[config.mk]
export PLATFORM = sky130hd
export DESIGN_NAME = serial_adder
export DESIGN_NICKNAME = d
export VERILOG_FILES = /design/src/rtl/serial_adder_pkg.sv /design/src/rtl/serial_adder_fulladder.sv /design/src/rtl/serial_adder.sv
export SDC_FILE = /design/constraint.sdc
export NUM_CORES = 1
export LEC_CHECK = 0
export ABC_CLOCK_PERIOD_IN_PS = 2000
export CAP_MARGIN = 10
export CORE_UTILIZATION = 51
export CTS_BUF_LIST = sky130_fd_sc_hd__clkbuf_8
export DETAILED_ROUTE_END_ITERATION = 16
export PLACE_DENSITY = 0.81
export SYNTH_ARGS = -nofsm -noshare
export SYNTH_HDL_FRONTEND = slang
export SYNTH_SLANG_ARGS = --single-unit
[constraint.sdc]
create_clock -name clk -period 2 [get_ports clk]
set_clock_uncertainty 0.05 [all_clocks]
set_input_delay 0.4 -clock clk [delete_from_list [all_inputs] [get_ports clk]]
set_output_delay 0.4 -clock clk [all_outputs]
set_load 0.05 [all_outputs]
[src/rtl/serial_adder_pkg.sv]
// Shared types and helpers for the bit-serial adder: FSM state encoding
// and the sizing rule for the bit counter.
package serial_adder_pkg;

  typedef enum logic [1:0] {
    ST_IDLE = 2'd0,
    ST_RUN  = 2'd1,
    ST_DONE = 2'd2
  } state_e;

  // A one-bit counter is still needed when w is 1, because $clog2(1) is 0.
  function automatic int cnt_width(input int w);
    int c;
    c = $clog2(w);
    return (c < 1) ? 1 : c;
  endfunction

endpackage

[src/rtl/serial_adder_fulladder.sv]
// Single-bit full adder cell. It is reused as the one adder stage that
// the serial datapath shares across every bit position.
module fulladder (
  input  logic a,
  input  logic b,
  input  logic cin,
  output logic sum,
  output logic carry
);

  logic half_sum;

  assign half_sum = a ^ b;
  assign sum      = half_sum ^ cin;
  assign carry    = (a & b) | (cin & half_sum);

endmodule

[src/rtl/serial_adder.sv]
// Bit-serial WIDTH-bit adder: one full-adder cell, LSB first, one bit per
// clock, with valid/ready handshakes on the operand and result sides.
module serial_adder
  import serial_adder_pkg::*;
#(
  parameter int WIDTH = 8
) (
  input  logic             clk,
  input  logic             rst,
  input  logic             in_valid,
  output logic             in_ready,
  input  logic [WIDTH-1:0] a,
  input  logic [WIDTH-1:0] b,
  input  logic             cin,
  output logic             out_valid,
  input  logic             out_ready,
  output logic [WIDTH-1:0] sum,
  output logic             cout,
  output logic             busy
);

  // Handshakes: a transfer happens on a rising edge where valid and ready
  // are both high. in_ready is high only in IDLE, out_valid only in DONE,
  // and sum/cout stay frozen in DONE until out_ready completes the transfer.

  localparam int CNT_W = cnt_width(WIDTH);
  localparam logic [CNT_W-1:0] CNT_LAST = CNT_W'(WIDTH - 1);

  state_e           state_q, state_d;
  logic [CNT_W-1:0] cnt_q, cnt_d;
  logic [WIDTH-1:0] op_a_q, op_a_d;
  logic [WIDTH-1:0] op_b_q, op_b_d;
  logic [WIDTH-1:0] sum_q, sum_d;
  logic             carry_q, carry_d;
  logic             in_ready_q, in_ready_d;
  logic             out_valid_q, out_valid_d;
  logic             busy_q, busy_d;

  logic             fa_sum;
  logic             fa_carry;
  logic [WIDTH-1:0] sum_shift;

  fulladder u_fa (
    .a     (op_a_q[0]),
    .b     (op_b_q[0]),
    .cin   (carry_q),
    .sum   (fa_sum),
    .carry (fa_carry)
  );

  // The new sum bit enters at the MSB, so after WIDTH shifts bit 0 of the
  // result has arrived at position 0.
  generate
    if (WIDTH == 1) begin : g_shift_one
      assign sum_shift = fa_sum;
    end else begin : g_shift_many
      assign sum_shift = {fa_sum, sum_q[WIDTH-1:1]};
    end
  endgenerate

  always_comb begin
    state_d = state_q;
    cnt_d   = cnt_q;
    op_a_d  = op_a_q;
    op_b_d  = op_b_q;
    sum_d   = sum_q;
    carry_d = carry_q;
    case (state_q)
      ST_IDLE: begin
        if (in_valid && in_ready_q) begin
          op_a_d  = a;
          op_b_d  = b;
          carry_d = cin;
          sum_d   = '0;
          cnt_d   = '0;
          state_d = ST_RUN;
        end
      end
      ST_RUN: begin
        carry_d = fa_carry;
        sum_d   = sum_shift;
        op_a_d  = op_a_q >> 1;
        op_b_d  = op_b_q >> 1;
        cnt_d   = cnt_q + CNT_W'(1);
        if (cnt_q == CNT_LAST) begin
          state_d = ST_DONE;
        end
      end
      ST_DONE: begin
        if (out_ready) begin
          state_d = ST_IDLE;
        end
      end
      default: begin
        state_d = ST_IDLE;
      end
    endcase
  end

  // Status outputs are registered from the next state so they line up
  // exactly with state_q.
  always_comb begin
    in_ready_d  = (state_d == ST_IDLE);
    busy_d      = (state_d == ST_RUN);
    out_valid_d = (state_d == ST_DONE);
  end

  always_ff @(posedge clk or posedge rst) begin
    if (rst) begin
      state_q     <= ST_IDLE;
      cnt_q       <= '0;
      op_a_q      <= '0;
      op_b_q      <= '0;
      sum_q       <= '0;
      carry_q     <= 1'b0;
      in_ready_q  <= 1'b1;
      out_valid_q <= 1'b0;
      busy_q      <= 1'b0;
    end else begin
      state_q     <= state_d;
      cnt_q       <= cnt_d;
      op_a_q      <= op_a_d;
      op_b_q      <= op_b_d;
      sum_q       <= sum_d;
      carry_q     <= carry_d;
      in_ready_q  <= in_ready_d;
      out_valid_q <= out_valid_d;
      busy_q      <= busy_d;
    end
  end

  assign in_ready  = in_ready_q;
  assign out_valid = out_valid_q;
  assign busy      = busy_q;
  assign sum       = sum_q;
  assign cout      = carry_q;

endmodule
==> results.py, run 1 <==
metrics = {
    "logic_synthesis": {
        "yosysWarnings": 0,
        "yosysMostFrequentCell": "dfrtp_1",
        "synth_edf_count": 0,
        "syn-num-nets": 134,
        "seq_area_frac_synth": 0.586,
        "synth_top_area_share": 0.567,
        "synth_cells": 110,
        "ys_ff_latch": 33,
        "synth_ff_type": "dfrtp_1",
        "yosys.area.top_type": "dfrtp_1",
        "async_flop_share": 1.00,
        "synth_area_per_cell_sq_um": 12.8,
        "synth.area.top_cells": "dfrtp_1 (57%), a22o_1 (8.1%), o221a_2 (8.0%)",
        "syn_area_sq_um": 1410,
        "synth_common_cells": "dfrtp_1 (32), a22o_1 (13), nand2b_1 (11)",
        "synth.distinct_cells": 25,
    },
    "route": {
        "viasPerCell": 5.81,
        "wire_per_inst_um": 15.0,
        "drc": 0,
        "drt-initial-drc-count": 21,
        "wirelength_um": 2680,
        "vias": 1035,
        "firstDrtPassIters": 4,
        "ant_nets": 0,
    },
    "setup_path": {
        "endpoint_kind": "output pin",
        "crit_chain": "clkdlybuf4s50_1",
        "startpoint_type": "flop",
        "cp_slowest_cell": "clkdlybuf4s50_1",
        "crit_family": "buffers and inverters",
        "path_depth": 1,
        "reg2reg_depth": 3,
        "path_buf_inv": 1,
        "critPathArrivalTime_ps": 1480,
        "crit_type": "flop to output pin",
        "required_ps": 1550,
        "crit_fanout": 3,
        "max_stage_delay_ps": 820,
    },
    "clocking": {
        "cts_tree": "yes",
        "ctsHoldBuffers": 0,
        "root_buffer": "clkbuf_8",
        "htreeDepth": 2,
        "insertion_delay_ps": 280,
        "clk_pin_slew_worst_paths_ps": 60,
        "cts_buffers": 5,
        "post_cts_resized": 0,
        "cts_sinks": 33,
        "cts_setup_buffers": 0,
        "cts_buffer_depth": 2,
    },
    "run_status": {
        "status": "finished, final reports clean",
    },
    "global_routing": {
        "first_global_vias": 1012,
        "antenna_found_initial": 0,
        "grt_usage": 0.216,
        "grt_pass1_wl_um": 4270,
        "grt_start_max_net_pins": 17,
        "gr-total-overflow": 0,
    },
    "cells_and_area": {
        "finalNonFillerCells": 178,
        "diodes": 0,
        "multi_input_area_sq_um": 499,
        "utilization": 0.723,
        "syn2layout_area_growth_pct": 30.3,
        "drive_above_1_share": 0.169,
        "nFillCells": 190,
        "final_nets": 171,
        "regArea_sq_um": 827,
    },
    "timing": {
        "period_share": 0.965,
        "rsz0062_at_grt": "false",
        "postLayoutSetupSlackWorst_ps": 70.7,
        "final.min_clock_period_ps": 1930,
        "max_freq_ghz": 0.518,
        "tns_ps": 0,
        "slew_viol_final": 0,
        "max_slew_margin": 0.609,
        "setup-violations-final": 0,
        "final_hold_viol_count": 0,
        "worstMarginPinSlew_ps": 587,
    },
    "floorplan": {
        "die_w_um": 54.6,
        "initial_core_util": 0.555,
        "die_y_um": 54.6,
        "rows": 18,
        "ios": 33,
        "core_sq_um": 2540,
        "dieArea_sq_um": 2980,
    },
    "placement": {
        "place_congestion": 0.750,
        "place_ws_ps": 90.2,
        "hpwl_um": 1980,
        "io_buffers": 32,
        "dp_cells": 170,
    },
    "run": {
        "drv_cap": 0,
    },
    "pwr": {
        "vdd_ir_drop_max_uv": 1250,
        "power_density_nw_per_um2": 1710,
        "total_power_w": 0.00314,
        "p_leak_nw": 0.822,
    },
    "hold_path": {
        "hp-class": "input pin to async pin",
    },
}
==> cell usage in the layout, fill, tap and decap left out <==
cell type,Yosys,routed
o2bb2ai_1,1,1
buf_4,2,5
a221oi_1,2,2
or2_1,1,1
nand3b_1,1,1
o221a_2,10,10
nand2b_1,11,11
fa_1,1,1
nor2_1,4,4
a22o_1,13,13
a222oi_1,2,2
inv_1,10,12
a21oi_1,3,3
or2b_1,1,1
and4bb_2,1,1
nor3b_1,1,1
dfstp_2,1,1
nor2_2,1,1
ha_1,2,2
nor2b_1,1,1
dfrtp_1,32,32
o21ai_0,4,4
clkbuf_8,0,6
a21oi_2,1,1
clkdlybuf4s50_1,0,31
==> state kept, by name (all words and copies together) (netlist names) <==
name,count
busy,1
cnt_q,3
cout,1
in_ready,1
op_a_q,8
op_b_q,8
out_valid,1
state_q,2
sum,8
==> area by class of cell <==
class	count	area share
clock inverter	2	0.00408
clock buffer	6	0.0449
inverter	10	0.0204
timing repair buffer	36	0.189
multi-input combinational	61	0.271
sequential	33	0.450
tap	30	0.0204
==> worst register-to-register path: stages (launching register included) <==
cell      delay (ps)
dfrtp_1          520
nand2b_1         530
nor2_1           120
a221oi_1         250
==> per-stage QoR <==
stage               hold slack, ps  cell area, sq um
floorplan                      410              1410
finish                         376              1840
global route                   411              1840
CTS                            390              1840
global placement               436              1750
detailed placement             436              1750
==> worst paths after layout <==
kind | startpoint | endpoint | slack [ps]
worst max-delay path | sum[5] | sum[5] | 70
worst max register to register | state_q[1] | op_b_q[1] | 420
max in group asynchronous | rst | sum[7] | 1010
min in group clk | sum[0] | sum[0] | 460
worst min register to register | sum[0] | sum[0] | 460
worst min-delay path | rst | op_a_q[2] | 380
==> per-layer routing <==
metal,part of all wire,track usage
met3,0.046,0.0667
met2,0.50,0.363
met5,0,0
met1,0.43,0.239
met4,0.020,0.120
==> cells by family (layout without fill, tap and decap cells) <==
group | Yosys count | count (layout) | synth area share
compound gates | 36 | 36 | 0.224
fa+ha+maj | 3 | 3 | 0.0319
buf+inv | 16 | 54 | 0.0603
flops | 33 | 33 | 0.586
simple gates | 22 | 22 | 0.0975
==> power breakdown <==
part           switching [W]  internal [W]
registers           0.000196      0.000976
logic               0.000844      0.000644
clock network       0.000216      0.000270
No activity file was read; power rests on OpenSTA's default activity.
==> run 2, diff against run 1 <==
==> constraint.sdc (replaced) <==
create_clock -name clk -period 2 [get_ports clk]
set_clock_uncertainty 0.05 [all_clocks]
set_input_delay 0.3 -clock clk [delete_from_list [all_inputs] [get_ports clk]]
set_output_delay 0.3 -clock clk [all_outputs]
set_load 0.05 [all_outputs]
==> run 2 against run 1 <==
Utilization rose by 0.93 points; setup slack improved by 84 ps; critical path depth unchanged; critical path type unchanged.
==> results.py, run 2 (synthesis gave the netlist of run 1 again) <==
metrics = {
    "floorplan": {
        "die_w_um": 54.6,
        "die_y_um": 54.6,
        "core_sq_um": 2540,
        "rows": 18,
        "initial_core_util": 0.555,
        "ios": 33,
        "dieArea_sq_um": 2980,
    },
    "cells_and_area": {
        "drive_above_1_share": 0.164,
        "nFillCells": 196,
        "final_common_cell": "dfrtp_1",
        "diodes": 0,
        "syn2layout_area_growth_pct": 32.0,
        "mostFrequentLayoutCells": "dfrtp_1 (32), clkdlybuf4s50_1 (31), a22o_1 (13)",
        "final_nets": 169,
    },
    "route": {
        "wirelength_um": 2710,
        "wire_per_inst_um": 15.4,
        "vias": 1009,
        "firstDrtPassIters": 5,
        "drt-initial-drc-count": 28,
        "drc": 0,
        "ant_nets": 0,
        "viasPerCell": 5.73,
    },
    "setup_path": {
        "startpoint": "sum[7]",
        "r2r_slack_ps": 410,
        "crit_type": "flop to output pin",
        "crit_chain": "clkdlybuf4s50_1",
        "endpoint_kind": "output pin",
        "path_depth": 1,
        "r2r_start": "in_ready",
        "crit_fanout": 3,
        "required_ps": 1650,
        "crit_end": "sum[7]",
        "critPathArrivalTime_ps": 1500,
        "cp_slowest_cell": "clkdlybuf4s50_1",
        "reg2reg_depth": 3,
        "rr_endpoint": "op_a_q[0]",
        "path_buf_inv": 1,
        "crit_family": "buffers and inverters",
        "max_stage_delay_ps": 820,
        "startpoint_type": "flop",
    },
    "clocking": {
        "cts_buffer_depth": 2,
        "ctsHoldBuffers": 0,
        "cts_tree": "yes",
        "cts_buffers": 5,
        "post_cts_resized": 0,
        "clk_pin_slew_worst_paths_ps": 70,
        "cts_sinks": 33,
        "insertion_delay_ps": 280,
        "cts_setup_buffers": 0,
        "htreeDepth": 2,
        "root_buffer": "clkbuf_8",
    },
    "timing": {
        "max_freq_ghz": 0.542,
        "final_hold_viol_count": 0,
        "final.min_clock_period_ps": 1850,
        "worstMarginPinSlew_ps": 590,
        "tns_ps": 0,
        "period_share": 0.923,
        "setup-violations-final": 0,
        "slew_viol_final": 0,
        "rsz0062_at_grt": "false",
        "max_slew_margin": 0.607,
        "hold_slack_ps": 278,
    },
    "placement": {
        "place_congestion": 0.731,
        "io_buffers": 32,
        "hpwl_um": 1910,
    },
    "global_routing": {
        "grt_usage": 0.216,
        "gr-total-overflow": 0,
        "antenna_found_initial": 0,
        "grt_start_max_net_pins": 24,
        "grt_pass1_wl_um": 4300,
        "first_global_vias": 969,
    },
    "pwr": {
        "switching_power_w": 0.00127,
        "p_leak_nw": 0.826,
        "vdd_ir_drop_max_uv": 1220,
        "p_comb_frac": 0.447,
        "power_density_nw_per_um2": 1760,
        "p_sw_frac": 0.388,
        "clkPwrFrac": 0.194,
        "seqPwrFrac": 0.358,
        "total_power_w": 0.00327,
        "p_int_w": 0.00200,
    },
    "run": {
        "drv_cap": 0,
    },
    "run_status": {
        "status": "finished, final reports clean",
    },
    "hold_path": {
        "hp-class": "input pin to async pin",
    },
}
run 2: layout make-up:
type	count	area (sq um)	share of cell area
Clock buffer	6	82.6	0.0443
Clock inverter	2	33.8	0.0181
Inverter	10	37.5	0.0201
Multi-Input combinational cell	61	499	0.268
Sequential cell	33	827	0.444
Tap cell	30	37.5	0.0201
Timing Repair Buffer	34	345	0.185
run 2: through the flow:
step,setup slack (ps),utilization,cell area (sq um),instances
after detailed placement,93.5,0.686,1750,168
after global routing,110,0.732,1860,176
after global placement,149,0.686,1750,168
final,154,0.732,1860,176
after CTS,159,0.732,1860,176
after floorplan,370,-,1410,110
run 2: power by group through the flow:
stage               Combinational (W)  Sequential (W)  Clock [W]
floorplan                    0.000804         0.00147          0
global placement              0.00142         0.00116          0
detailed placement            0.00147         0.00118          0
CTS                           0.00148         0.00117   0.000639
global route                  0.00160         0.00121   0.000667
finish                        0.00147         0.00117   0.000636
run 2: worst min path at each step:
| stage | depth (start not counted) | startpoint | slack [ps] | to |
|---|---|---|---|---|
| detailed placement | 1 | cnt_q[1] | 440 | cnt_q[1] |
| global placement | 1 | sum[0] | 440 | sum[0] |
| CTS | 2 | rst | 290 | out_valid |
| finish | 2 | rst | 280 | op_a_q[2] |
| global route | 2 | rst | 310 | op_a_q[2] |
| floorplan | 1 | rst | 380 | busy |
run 2: routing by layer:
metal	track usage	part of all wire	vias to the layer above
met5	0	0	-
met4	0.111	0.024	0
met3	0.0750	0.049	8
met2	0.347	0.50	33
met1	0.252	0.43	498
li1	-	-	470
==> run 3, diff against run 2 <==
--- a/config.mk
+++ b/config.mk
@@ -10,6 +10,7 @@
 export CORE_UTILIZATION = 51
 export CTS_BUF_LIST = sky130_fd_sc_hd__clkbuf_8
 export DETAILED_ROUTE_END_ITERATION = 16
+export HOLD_SLACK_MARGIN = 0.1
 export PLACE_DENSITY = 0.81
 export SYNTH_ARGS = -nofsm -noshare
 export SYNTH_HDL_FRONTEND = slang
==> results of run 3 <==
Same layout as run 2: the final DEF is identical, and so are final timing and power.
